--- src/rtl/id_pkg.sv ---
// ---------------------------------------------------------------------------
// id_pkg
// Shared constants for the instruction-decode stage:
//   CTRL_*  bit positions inside the 9-bit control word
//           {J,JC,INA,RM,WM,SIN,SOUT,WR,NEQ}
//   OPC_*   3-bit opcode encodings
//   ctrl_decode(opc, funct0)  opcode -> control word
// ---------------------------------------------------------------------------
package id_pkg;

    localparam int CTRL_W    = 9;
    localparam int CTRL_J    = 8;
    localparam int CTRL_JC   = 7;
    localparam int CTRL_INA  = 6;
    localparam int CTRL_RM   = 5;
    localparam int CTRL_WM   = 4;
    localparam int CTRL_SIN  = 3;
    localparam int CTRL_SOUT = 2;
    localparam int CTRL_WR   = 1;
    localparam int CTRL_NEQ  = 0;

    localparam logic [2:0] OPC_ALU   = 3'b000;
    localparam logic [2:0] OPC_ALUI  = 3'b001;
    localparam logic [2:0] OPC_LOAD  = 3'b010;
    localparam logic [2:0] OPC_STORE = 3'b011;
    localparam logic [2:0] OPC_JMP   = 3'b100;
    localparam logic [2:0] OPC_BEQ   = 3'b101;
    localparam logic [2:0] OPC_BNE   = 3'b110;
    localparam logic [2:0] OPC_IO    = 3'b111;

    // funct0 only matters for the IO opcode: 0 = IN, 1 = OUT.
    function automatic logic [CTRL_W-1:0] ctrl_decode(input logic [2:0] opc,
                                                       input logic       funct0);
        logic [CTRL_W-1:0] c;
        c = '0;
        case (opc)
            OPC_ALU:   c[CTRL_WR] = 1'b1;
            OPC_ALUI:  begin c[CTRL_INA] = 1'b1; c[CTRL_WR] = 1'b1; end
            OPC_LOAD:  begin c[CTRL_RM]  = 1'b1; c[CTRL_WR] = 1'b1; end
            OPC_STORE: c[CTRL_WM] = 1'b1;
            OPC_JMP:   c[CTRL_J]  = 1'b1;
            OPC_BEQ:   c[CTRL_JC] = 1'b1;
            OPC_BNE:   begin c[CTRL_JC] = 1'b1; c[CTRL_NEQ] = 1'b1; end
            default: begin
                if (funct0) begin
                    c[CTRL_SOUT] = 1'b1;
                end else begin
                    c[CTRL_SIN] = 1'b1;
                    c[CTRL_WR]  = 1'b1;
                end
            end
        endcase
        return c;
    endfunction

endpackage

--- src/rtl/id_regbank.sv ---
// ---------------------------------------------------------------------------
// id_regbank
// NREGS x DATA_W register bank, one combinational read port and one
// synchronous write port, asynchronous active-high reset clears every entry.
// Optional macro ID_WB_BYPASS_EN: a same-cycle write to the register being
// read is forwarded to the read port (write-through). Without it the read
// returns the value held before the write.
// Ports:
//   clock, reset          clock / async active-high reset
//   we, waddr, wdata      write-back port
//   raddr, rdata          combinational read port
// ---------------------------------------------------------------------------
module id_regbank #(
    parameter  int DATA_W = 8,
    parameter  int NREGS  = 4,
    localparam int REG_AW = $clog2(NREGS)
) (
    input  logic              clock,
    input  logic              reset,
    input  logic              we,
    input  logic [REG_AW-1:0] waddr,
    input  logic [DATA_W-1:0] wdata,
    input  logic [REG_AW-1:0] raddr,
    output logic [DATA_W-1:0] rdata
);

    logic [DATA_W-1:0] regs [NREGS];

    always_ff @(posedge clock or posedge reset) begin
        if (reset) begin
            for (int i = 0; i < NREGS; i++) begin
                regs[i] <= '0;
            end
        end else if (we) begin
            regs[waddr] <= wdata;
        end
    end

    always_comb begin
        rdata = regs[raddr];
`ifdef ID_WB_BYPASS_EN
        if (we && (waddr == raddr)) begin
            rdata = wdata;
        end
`endif
    end

endmodule

--- src/rtl/id_stage_pipe.sv ---
// ---------------------------------------------------------------------------
// id_stage_pipe
// Instruction-decode stage with its own ID/EX pipeline register. Decodes the
// opcode into a 9-bit control word, sign-extends the immediate, reads the
// register bank, and inserts a one-cycle bubble on a load-use hazard.
// Optional macro ID_WB_BYPASS_EN enables write-through in the register bank.
// Ports:
//   clock, reset                      clock / async active-high reset
//   if_valid, if_pc, if_inst, id_ready  IF-side handshake
//   flush                             EX redirect, squashes the ID slot
//   wb_we, wb_rd, wb_data             register write-back
//   ex_ready, ex_valid                EX-side handshake
//   ex_pc, ex_regval, ex_imm, ex_rd, ex_funct, ex_ctrl  ID/EX register
//   stall_cnt                         saturating load-use bubble counter
// ---------------------------------------------------------------------------
module id_stage_pipe
    import id_pkg::*;
#(
    parameter  int DATA_W      = 8,
    parameter  int INST_W      = 8,
    parameter  int NREGS       = 4,
    parameter  int IMM_W       = 5,
    parameter  int STALL_CNT_W = 16,
    localparam int REG_AW      = $clog2(NREGS)
) (
    input  logic                   clock,
    input  logic                   reset,
    input  logic                   if_valid,
    input  logic [DATA_W-1:0]      if_pc,
    input  logic [INST_W-1:0]      if_inst,
    output logic                   id_ready,
    input  logic                   flush,
    input  logic                   wb_we,
    input  logic [REG_AW-1:0]      wb_rd,
    input  logic [DATA_W-1:0]      wb_data,
    input  logic                   ex_ready,
    output logic                   ex_valid,
    output logic [DATA_W-1:0]      ex_pc,
    output logic [DATA_W-1:0]      ex_regval,
    output logic [DATA_W-1:0]      ex_imm,
    output logic [REG_AW-1:0]      ex_rd,
    output logic [2:0]             ex_funct,
    output logic [CTRL_W-1:0]      ex_ctrl,
    output logic [STALL_CNT_W-1:0] stall_cnt
);

    function automatic logic [STALL_CNT_W-1:0] sat_inc(input logic [STALL_CNT_W-1:0] v);
        return (&v) ? v : v + STALL_CNT_W'(1);
    endfunction

    // ---- stage p0: decode of the IF instruction ----
    logic [2:0]               opc_p0;
    logic [REG_AW-1:0]        rs_p0;
    logic [2:0]               funct_p0;
    logic signed [IMM_W-1:0]  imm_raw_p0;
    logic signed [DATA_W-1:0] imm_ext_p0;
    logic [DATA_W-1:0]        regval_p0;
    logic                     accept_p0;
    logic                     hazard_p0;

    assign opc_p0     = if_inst[INST_W-1 -: 3];
    assign rs_p0      = if_inst[INST_W-4 -: REG_AW];
    assign funct_p0   = if_inst[2:0];
    assign imm_raw_p0 = if_inst[IMM_W-1:0];
    assign imm_ext_p0 = DATA_W'(imm_raw_p0);

    id_regbank #(
        .DATA_W (DATA_W),
        .NREGS  (NREGS)
    ) u_regbank (
        .clock (clock),
        .reset (reset),
        .we    (wb_we),
        .waddr (wb_rd),
        .wdata (wb_data),
        .raddr (rs_p0),
        .rdata (regval_p0)
    );

    // ---- stage p1: ID/EX register ----
    logic                     vld_p1;
    logic [DATA_W-1:0]        pc_p1;
    logic [DATA_W-1:0]        regval_p1;
    logic signed [DATA_W-1:0] imm_p1;
    logic [REG_AW-1:0]        rd_p1;
    logic [2:0]               funct_p1;
    logic [CTRL_W-1:0]        ctrl_p1;
    logic [STALL_CNT_W-1:0]   stall_cnt_p1;

    // A load in ID/EX whose destination is the source being read now cannot
    // be forwarded in time, so the dependent instruction waits one slot.
    assign accept_p0 = !vld_p1 || ex_ready;
    assign hazard_p0 = if_valid && vld_p1 && ctrl_p1[CTRL_RM] && (rd_p1 == rs_p0);
    assign id_ready  = accept_p0 && (flush || !hazard_p0);

    always_ff @(posedge clock or posedge reset) begin
        if (reset) begin
            vld_p1       <= 1'b0;
            pc_p1        <= '0;
            regval_p1    <= '0;
            imm_p1       <= '0;
            rd_p1        <= '0;
            funct_p1     <= '0;
            ctrl_p1      <= '0;
            stall_cnt_p1 <= '0;
        end else if (flush) begin
            vld_p1  <= 1'b0;
            ctrl_p1 <= '0;
        end else if (!accept_p0) begin
            vld_p1  <= vld_p1;
        end else if (hazard_p0) begin
            vld_p1       <= 1'b0;
            ctrl_p1      <= '0;
            stall_cnt_p1 <= sat_inc(stall_cnt_p1);
        end else begin
            vld_p1    <= if_valid;
            pc_p1     <= if_pc;
            regval_p1 <= regval_p0;
            imm_p1    <= imm_ext_p0;
            rd_p1     <= rs_p0;
            funct_p1  <= funct_p0;
            ctrl_p1   <= if_valid ? ctrl_decode(opc_p0, funct_p0[0]) : '0;
        end
    end

    assign ex_valid  = vld_p1;
    assign ex_pc     = pc_p1;
    assign ex_regval = regval_p1;
    assign ex_imm    = imm_p1;
    assign ex_rd     = rd_p1;
    assign ex_funct  = funct_p1;
    assign ex_ctrl   = ctrl_p1;
    assign stall_cnt = stall_cnt_p1;

endmodule

--- config.mk ---
export PLATFORM = sky130hd
export DESIGN_NAME = id_stage_pipe
export DESIGN_NICKNAME = d
export VERILOG_FILES = /design/src/rtl/id_pkg.sv /design/src/rtl/id_regbank.sv /design/src/rtl/id_stage_pipe.sv
export SDC_FILE = /design/constraint.sdc
export NUM_CORES = 1
export LEC_CHECK = 0
export BUFFER_PORTS_ARGS = -buffer_cell sky130_fd_sc_hd__buf_2
export CAP_MARGIN = 20
export CORE_MARGIN = 5
export CORE_UTILIZATION = 53
export CTS_CLUSTER_SIZE = 10
export DETAILED_ROUTE_END_ITERATION = 7
export GPL_TIMING_DRIVEN = 0
export HOLD_SLACK_MARGIN = 0.02
export PLACE_DENSITY = 0.8
export SETUP_SLACK_MARGIN = 0.2
export SLEW_MARGIN = 10
export SYNTH_ARGS = -nofsm -noshare
export SYNTH_HDL_FRONTEND = slang
export SYNTH_SLANG_ARGS = --single-unit
--- constraint.sdc ---
create_clock -name clock -period 2.92 [get_ports clock]
set_input_delay 0.584 -clock clock [delete_from_list [all_inputs] [get_ports clock]]
set_output_delay 0.584 -clock clock [all_outputs]
set_load 0.005 [all_outputs]
==> impl_metrics.env, run 1 <==
export IMPL_cts_max_level=3
export IMPL_r2r_start="ex_imm[4]$_DFFE_PP0P_"
export IMPL_io_pins=88
export IMPL_netlist_area_mm2=0.00352
export IMPL_fmax_ghz=0.467
export IMPL_clock_path_buffers=2
export IMPL_hold_viol=0
export IMPL_grt_max_degree=48
export IMPL_cts_root_buf="clkbuf_8"
export IMPL_dp_slack_ns=0.815
export IMPL_wirelength_um=6840
export IMPL_synth_edf_count=0
export IMPL_fp_dieH_um=91.5
export IMPL_skew_ns=0.0115
export IMPL_synth_ff_type="dfrtp_1"
export IMPL_drive_gt1_share_pct=52.7
export IMPL_yosysTopAreaCellShare_pct=56.1
export IMPL_crit_required_ns=2.34
export IMPL_ys_top_cells_by_count="79 x dfrtp_1, 56 x mux2_2, 15 x nand2_1, 11 x xnor2_1"
export IMPL_power_total_mw=2.47
export IMPL_start_util_pct=54.8
export IMPL_worstMarginPinSlew_ns=0.794
export IMPL_syn_inst=251
export IMPL_grt_pass1_vias=2390
export IMPL_syn_nets=284
export IMPL_arrival_ns=1.56
export IMPL_powerDensity_mw_per_mm2=580
export IMPL_vdd_drop_max_mv=0.439
export IMPL_synth_seq_cells=79
export IMPL_relSlewSlack_pct=46.8
export IMPL_grt_pass1_wl_um=11400
export IMPL_die_x_um=91.5
export IMPL_rsz0062_at_grt="false"
export IMPL_grt_ovfl_total=0
export IMPL_vias=2302
export IMPL_numPlacedInstances=414
export IMPL_antenna_found_initial=0
export IMPL_critPathMaxStageDelay_ns=0.48
export IMPL_drc_errors=0
export IMPL_ys_seq_area_share_pct=56.1
export IMPL_post_dp_hpwl_um=5070
export IMPL_grt_usage_pct=17.2
export IMPL_firstDrtPassIters=4
export IMPL_cts_hold_buf=0
export IMPL_yosysUniqueCellTypes=38
export IMPL_cp_depth=5
export IMPL_r2r_setup_slack_ns=1.07
export IMPL_seqCellArea_mm2=0.00198
export IMPL_cp_max_fo=7
export IMPL_path_buf_inv=1
export IMPL_row_count=29
export IMPL_rr_worst_depth=5
export IMPL_fin_cells=430
export IMPL_crit_path_frequent_cell="nor2_1"
export IMPL_reg2reg_to="stall_cnt[14]$_DFFE_PP0P_"
export IMPL_path_cells="xnor2_2 -> nand3_1 -> nor2_1 -> nor2_1 -> buf_2"
export IMPL_synthArstFlopShare_pct=100
export IMPL_yosys_warnings=0
export IMPL_ant_nets=0
export IMPL_cts_buffers=9
export IMPL_fin_setup_tns_ns=0
export IMPL_cp_slowest_cell="dfrtp_1"
export IMPL_numPortBuffers=85
export IMPL_nets=381
export IMPL_cts_resized_gates=0
export IMPL_path_clk_slew_ns=0.08
export IMPL_maxCapViolCount=0
export IMPL_synth_top_area_cell="dfrtp_1"
export IMPL_drt_initial_drc_count=83
export IMPL_drv_slew=0
export IMPL_critPathKind="register to primary output"
export IMPL_report_final_setup_viol=0
export IMPL_status="finished, final reports clean"
export IMPL_clk_latency_ns=0.35
export IMPL_synth_most_common_cell="dfrtp_1"
export IMPL_cp_top_family="flip-flops"
export IMPL_avgSynthCellArea_um2=14.0
export IMPL_vias_per_cell=5.35
export IMPL_fp_coreArea_mm2=0.00642
export IMPL_fin_ws_ns=0.780
export IMPL_tritoncts="done"
export IMPL_worstSetupEndpointType="primary output"
export IMPL_die_area_mm2=0.00838
export IMPL_synthTopCellsByArea="dfrtp_1 56%, mux2_2 18%, mux4_1 3.7%"
export IMPL_multiInputGateArea_mm2=0.00143
export IMPL_detail_route_wl_per_cell_um=15.9
export IMPL_postCtsSetupBuffers=0
export IMPL_period_share_pct=73.3
export IMPL_place_gp_congestion=0.828
export IMPL_diodes=0
export IMPL_p_leak_nw=2.04
export IMPL_period_minus_slack_ns=2.14
export IMPL_fillCellCount=501
export IMPL_hold_class="input port to asynchronous set/reset pin"
export IMPL_area_growth_pct=20.8
export IMPL_clock_sinks=79
export IMPL_worst_setup_path_start_kind="register"
## cell families (layout without fill, tap and decap cells)
| logic type | Yosys count | after routing | synth area share (%) |
|---|---|---|---|
| simple gates | 58 | 58 | 8.88 |
| xor+xnor | 14 | 14 | 3.91 |
| flops | 79 | 79 | 56.1 |
| buf+inv | 18 | 120 | 3.27 |
| mux | 65 | 65 | 23.9 |
| compound gates | 16 | 16 | 3.59 |
| fa+ha+maj | 1 | 1 | 0.355 |
## layout make-up
class | instances | area share (%)
Clock buffer | 9 | 2.91
Buffer | 14 | 2.35
Multi-Input combinational cell | 154 | 33.6
Inverter | 4 | 0.412
Sequential cell | 79 | 46.5
Timing Repair Buffer | 86 | 10.6
Tap cell | 77 | 2.26
Clock inverter | 7 | 1.35
## how the worst max path moves through the flow
stage                           from                        end
2_1_floorplan                  reset     ex_ctrl[0]$_DFFE_PP0P_
3_3_place_gp                   reset      ex_imm[1]$_DFFE_PP0P_
3_5_place_dp              if_inst[3]  stall_cnt[14]$_DFFE_PP0P_
4_1_cts        ex_imm[4]$_DFFE_PP0P_                   id_ready
5_1_grt        ex_imm[4]$_DFFE_PP0P_                   id_ready
6_report       ex_imm[4]$_DFFE_PP0P_                   id_ready
## cell usage in the layout (no fill, tap or decap), drive strengths merged, types with 3 or more instances in the layout
cell      count
o21ai         8
nand4         6
clkinvlp      3
buf         100
xnor2        13
clkbuf        9
inv           6
nor2          8
nand2        16
and3          4
mux2         57
nand3        10
mux4          8
nand2b        3
dfrtp        79
a22o          3
## power by group
part	total [mW]	switching [mW]	leakage (nW)	internal, mW
logic	0.409	0.154	0.971	0.254
clock network	0.738	0.420	0.0824	0.317
registers	1.32	0.0801	0.986	1.24
## per-stage QoR
| stage | hold WS (ns) | util, % | area [µm²] |
|---|---|---|---|
| detailed placement | 0.450 | 63.4 | 4070 |
| CTS | 0.249 | 66.3 | 4260 |
| floorplan | 0.463 | - | 3520 |
| global placement | 0.451 | 63.0 | 4040 |
| finish | 0.242 | 66.3 | 4260 |
| global route | 0.257 | 66.3 | 4260 |
## sequential cells by signal, indices dropped and copies added, names as in the netlist
register,count
ex_ctrl,9
ex_imm,5
ex_pc,8
ex_regval,8
ex_valid,1
stall_cnt,16
u_regbank.regs,32
## routing by layer
| metal | vias up | share of wire, % | global-route usage (%) |
|---|---|---|---|
| met1 | 1150 | 45 | 22.2 |
| met2 | 56 | 48 | 28.0 |
| met5 | - | 0 | 0 |
| met4 | 0 | 0.57 | 5.03 |
| met3 | 4 | 5.9 | 5.45 |
| li1 | 1092 | - | - |
(Power assumes the default switching activity.)
==> inputs of run 2 (changes only) <==
==> constraint.sdc (replaced) <==
create_clock -name clock -period 2 [get_ports clock]
set_input_delay 0.4 -clock clock [delete_from_list [all_inputs] [get_ports clock]]
set_output_delay 0.4 -clock clock [all_outputs]
set_load 0.005 [all_outputs]
==> run 2 against run 1 <==
Routed wire length up 2.9%. Global-route usage grew 0.47 points. Count of clock-buffer cells in the layout up 1. Non-clock buffer count rose by 6. Via count grew 1.3%.
==> impl_metrics.env, run 2 (same netlist as run 1, synthesis figures left out) <==
export IMPL_maxCapViolCount=0
export IMPL_layout_commonest_cell="buf_2"
export IMPL_status="finished, final reports clean"
export IMPL_fp_coreArea_mm2=0.00642
export IMPL_io_pins=88
export IMPL_detail_route_wl_per_cell_um=16.1
export IMPL_period_minus_slack_ns=1.76
export IMPL_place_gp_congestion=0.821
export IMPL_p_switching_mw=0.911
export IMPL_cts_max_level=3
export IMPL_p_comb_share_pct=16.4
export IMPL_firstDrtPassIters=4
export IMPL_r2r_setup_slack_ns=0.24
export IMPL_drv_slew=0
export IMPL_dp_slack_ns=0.0990
export IMPL_clock_path_buffers=2
export IMPL_cp_max_fo=5
export IMPL_drc_errors=0
export IMPL_p_leak_nw=2.11
export IMPL_cts_buffers=9
export IMPL_fin_ws_ns=0.242
export IMPL_die_x_um=91.5
export IMPL_relSlewSlack_pct=51.6
export IMPL_critPathKind="register to register"
export IMPL_wirelength_um=7040
export IMPL_grt_usage_pct=17.7
export IMPL_p_int_mw=2.90
export IMPL_cts_hold_buf=0
export IMPL_antenna_found_initial=0
export IMPL_fmax_ghz=0.569
export IMPL_grt_pass1_wl_um=11700
export IMPL_ant_nets=0
export IMPL_path_clk_slew_ns=0.08
export IMPL_grt_max_degree=37
export IMPL_powerDensity_mw_per_mm2=866
export IMPL_cts_root_buf="clkbuf_8"
export IMPL_skew_ns=0.00877
export IMPL_largest_reg_flops=32
export IMPL_crit_required_ns=2.22
export IMPL_vdd_drop_max_mv=0.524
export IMPL_period_share_pct=87.9
export IMPL_die_area_mm2=0.00838
export IMPL_post_dp_hpwl_um=5050
export IMPL_tritoncts="done"
export IMPL_power_frac_seq_pct=50.3
export IMPL_arrival_ns=1.98
export IMPL_fp_dieH_um=91.5
export IMPL_fin_util_pct=68.5
export IMPL_worstMarginPinSlew_ns=0.723
export IMPL_numPlacedInstances=415
export IMPL_row_count=29
export IMPL_area_growth_pct=25.0
export IMPL_start_util_pct=54.8
export IMPL_vias_per_cell=5.35
export IMPL_largest_register="u_regbank.regs"
export IMPL_report_final_setup_viol=0
export IMPL_hold_class="input port to asynchronous set/reset pin"
export IMPL_rsz0062_at_grt="true"
export IMPL_numPortBuffers=85
export IMPL_drt_initial_drc_count=98
export IMPL_switching_share_pct=23.9
export IMPL_vias=2333
export IMPL_mostFrequentLayoutCells="86 x buf_2, 76 x dfrtp_1, 56 x mux2_2"
export IMPL_grt_pass1_vias=2395
export IMPL_worst_setup_path_start_kind="register"
export IMPL_fin_cells=436
export IMPL_drive_gt1_share_pct=55.4
export IMPL_hold_slack_ns=0.0679
export IMPL_fin_setup_tns_ns=0
export IMPL_hold_viol=0
export IMPL_diodes=0
export IMPL_grt_ovfl_total=0
export IMPL_worstSetupEndpointType="register"
export IMPL_clk_latency_ns=0.34
export IMPL_power_frac_clock_pct=33.2
export IMPL_nets=387
export IMPL_clock_sinks=79
[run 2: changes by cell type in the layout (fill, tap and decap cells not counted), sizes merged]
cell | before | now
buf | 100 | 106
bufinv | 0 | 2
clkbuf | 9 | 10
inv | 6 | 3
[run 2: cell type report]
cell class,count,area [µm²]
well taps,77,96.3
repair buffers,92,513
multi-input cells,154,1470
clock inverters,6,85.1
inverters,4,18.8
plain buffers,14,109
flip-flops and latches,79,1980
fillers,462,2020
clock buffers,10,128
[run 2: repair_timing]
| item | CTS | global route |
|---|---|---|
| setup endpoints to repair | 18 | 21 |
| gates cloned | 0 | 1 |
| gates resized for setup | 5 | 10 |
| pin swaps | 1 | 8 |
| buffers inserted | 1 | 3 |
[run 2: worst max-delay path, stage by stage (launching register included)]
cell	delay [ns]
dfrtp_2	0.43
xnor2_2	0.20
nand3_2	0.10
buf_4	0.16
nor3b_4	0.27
nand4_1	0.15
mux2_1	0.33
[run 2: per-stage QoR]
stage | total power [mW] | instance area [µm²]
floorplan | 2.31 | 3530
global placement | 2.53 | 4050
detailed placement | 2.57 | 4090
CTS | 3.84 | 4320
global route | 4.01 | 4400
finish | 3.81 | 4400
[run 2: layer usage]
metal | wire length (µm) | global-route usage (%)
met5 | 0 | 0
met4 | 38 | 5.15
met3 | 324 | 5.70
met2 | 3540 | 28.5
met1 | 3130 | 23.0
[run 2: final timing paths]
path                                              from                         to  cells after the start
worst max-delay path             ex_imm[3]$_DFFE_PP0P_  stall_cnt[14]$_DFFE_PP0P_                      6
worst min register to register  ex_ctrl[2]$_DFFE_PP0P_     ex_ctrl[2]$_DFFE_PP0P_                      2
max in group asynchronous                        reset   stall_cnt[6]$_DFFE_PP0P_                      3
worst min-delay path                             reset   stall_cnt[0]$_DFFE_PP0P_                      2
min in group clock                            if_pc[7]       ex_pc[7]$_DFFE_PP0P_                      2
worst max register to register   ex_imm[3]$_DFFE_PP0P_  stall_cnt[14]$_DFFE_PP0P_                      6
[run 2: power groups by stage]
stage / combinational (mW) / sequential (mW) / clock (mW)
finish: 0.627 / 1.92 / 1.27
global route: 0.689 / 1.94 / 1.38
CTS: 0.627 / 1.92 / 1.30
detailed placement: 0.615 / 1.96 / 0
global placement: 0.587 / 1.94 / 0
floorplan: 0.379 / 1.94 / 0
==> inputs of run 3 (changes only) <==
==> constraint.sdc (replaced) <==
create_clock -name clock -period 1.8 [get_ports clock]
set_input_delay 0.36 -clock clock [delete_from_list [all_inputs] [get_ports clock]]
set_output_delay 0.36 -clock clock [all_outputs]
set_load 0.005 [all_outputs]
==> run 3 against run 2 <==
Clock skew down 0.0028 ns. Critical path depth is 2 lower. Clock power fell by 6%. Final area increased by 4.3%. Sequential share of layout area decreased by 1.8 points. Combinational power rose by 15%. Fmax increased by 1.0%.
==> impl_metrics.env, run 3 (same netlist as run 1, synthesis figures left out) <==
export IMPL_die_x_um=91.5
export IMPL_row_count=29
export IMPL_nets=396
export IMPL_hold_class="input port to register"
export IMPL_vdd_drop_max_mv=0.694
export IMPL_io_pins=88
export IMPL_use_met2_pct=29.9
export IMPL_p_leak_nw=2.23
export IMPL_period_minus_slack_ns=1.74
export IMPL_cts_buffers=9
export IMPL_cts_root_buf="clkbuf_8"
export IMPL_fin_ws_ns=0.0600
export IMPL_fp_dieH_um=91.5
export IMPL_use_met3_pct=4.13
export IMPL_grt_ovfl_total=0
export IMPL_seqCellArea_mm2=0.00198
export IMPL_clock_path_buffers=2
export IMPL_r2r_start="stall_cnt[3]$_DFFE_PP0P_"
export IMPL_mostFrequentLayoutCells="85 x buf_2, 76 x dfrtp_1, 50 x mux2_2"
export IMPL_fillCellCount=433
export IMPL_grt_pass1_wl_um=12000
export IMPL_report_final_setup_viol=0
export IMPL_firstDrtPassIters=4
export IMPL_drv_slew=0
export IMPL_switching_share_pct=26.7
export IMPL_critPathKind="register to register"
export IMPL_grt_busiest_layer="met2"
export IMPL_wirelength_um=7390
export IMPL_tritoncts="done"
export IMPL_grt_usage_pct=18.2
export IMPL_die_area_mm2=0.00838
export IMPL_antenna_found_initial=0
export IMPL_multiInputGateArea_mm2=0.00160
export IMPL_numPlacedInstances=415
export IMPL_fin_cells=445
export IMPL_hold_start="if_inst[1]"
export IMPL_vias=2412
export IMPL_hold_slack_ns=0.244
export IMPL_power_frac_seq_pct=52.7
export IMPL_path_clk_slew_ns=0.09
export IMPL_worstSetupEndpointType="register"
export IMPL_cp_max_fo=5
export IMPL_period_share_pct=96.7
export IMPL_powerDensity_mw_per_mm2=884
export IMPL_place_gp_congestion=0.805
export IMPL_p_switching_mw=1.08
export IMPL_ant_nets=0
export IMPL_status="finished, final reports clean"
export IMPL_start_util_pct=54.8
export IMPL_power_frac_clock_pct=29.4
export IMPL_numPortBuffers=85
export IMPL_detail_route_wl_per_cell_um=16.6
export IMPL_crit_required_ns=2.03
export IMPL_arrival_ns=1.97
export IMPL_skew_ns=0.00600
export IMPL_startpoint="stall_cnt[3]$_DFFE_PP0P_"
export IMPL_relSlewSlack_pct=50.5
export IMPL_fp_coreArea_mm2=0.00642
export IMPL_largest_register="u_regbank.regs"
export IMPL_maxCapViolCount=0
export IMPL_hold_viol=0
export IMPL_clock_sinks=79
export IMPL_rsz0062_at_grt="true"
export IMPL_diodes=0
export IMPL_fmax_ghz=0.575
export IMPL_drive_gt1_share_pct=60.1
export IMPL_grt_max_degree=39
export IMPL_drc_errors=0
export IMPL_cts_max_level=3
export IMPL_met1_usage_pct=23.6
export IMPL_worstMarginPinSlew_ns=0.740
export IMPL_layout_commonest_cell="buf_2"
export IMPL_dp_slack_ns=-0.0591
export IMPL_post_dp_hpwl_um=5120
export IMPL_clk_latency_ns=0.34
export IMPL_drt_initial_drc_count=95
export IMPL_p_int_mw=2.98
export IMPL_grt_pass1_vias=2466
export IMPL_area_growth_pct=30.3
export IMPL_largest_reg_flops=32
export IMPL_vias_per_cell=5.42
export IMPL_worst_setup_path_start_kind="register"
export IMPL_p_comb_share_pct=17.8
-- run 3: stage by stage --
| step | power (mW) | TNS [ns] | instance area, µm² | util, % |
|---|---|---|---|---|
| 2_1_floorplan | 2.60 | 0 | 3600 | - |
| 3_3_place_gp | 2.84 | -0.0887 | 4120 | 64.1 |
| 3_5_place_dp | 2.89 | -0.362 | 4160 | 64.7 |
| 4_1_cts | 4.11 | 0 | 4500 | 70.0 |
| 5_1_grt | 4.30 | -0.0610 | 4590 | 71.5 |
| 6_report | 4.06 | 0 | 4590 | 71.5 |
-- run 3: cell type report --
cell class                 count  share of cell area (%)
buffer                        14                    2.73
clock buffer                   9                    2.70
inverter                       4                   0.409
multi-input combinational    154                    34.9
timing repair buffer         101                    12.7
sequential                    79                    43.2
clock inverter                 7                    1.25
tap                           77                    2.10
-- run 3: timing repair --
| action | CTS | global route |
|---|---|---|
| pin swaps | 15 | 10 |
| gates resized for setup | 17 | 18 |
| hold endpoints to repair | 7 | 0 |
| cloned | 1 | 0 |
| setup endpoints to repair | 37 | 42 |
| hold buffers | 1 | 0 |
| setup buffers | 10 | 2 |
-- run 3: worst max-delay path, cell delays in order (launching register included) --
cell and delay (ns):
dfrtp_1 0.42, nand4_1 0.25, nor2_1 0.44, nand3_1 0.19, mux2_4 0.33
-- run 3: power groups by stage --
| stage | logic [mW] | clock network (mW) | registers (mW) |
|---|---|---|---|
| floorplan | 0.445 | 0 | 2.16 |
| global placement | 0.676 | 0 | 2.17 |
| detailed placement | 0.713 | 0 | 2.18 |
| CTS | 0.739 | 1.23 | 2.14 |
| global route | 0.794 | 1.33 | 2.17 |
| finish | 0.724 | 1.19 | 2.14 |
-- run 3: final timing paths --
path                                             end  slack (ns)  cells past startpoint
max                        stall_cnt[13]$_DFFE_PP0P_        0.06                      4
min                            ex_imm[1]$_DFFE_PP0P_        0.24                      2
max reg2reg                stall_cnt[13]$_DFFE_PP0P_        0.06                      4
min reg2reg                   ex_ctrl[2]$_DFFE_PP0P_        0.48                      2
max in group asynchronous     ex_ctrl[3]$_DFFE_PP0P_        0.64                      5
min in group asynchronous       ex_pc[4]$_DFFE_PP0P_        0.48                      3
-- run 3: layer usage --
metal	part of all wire [%]	vias up
li1	-	1123
met1	43	1214
met2	51	63
met3	5.1	12
met4	1.3	0
met5	0	-
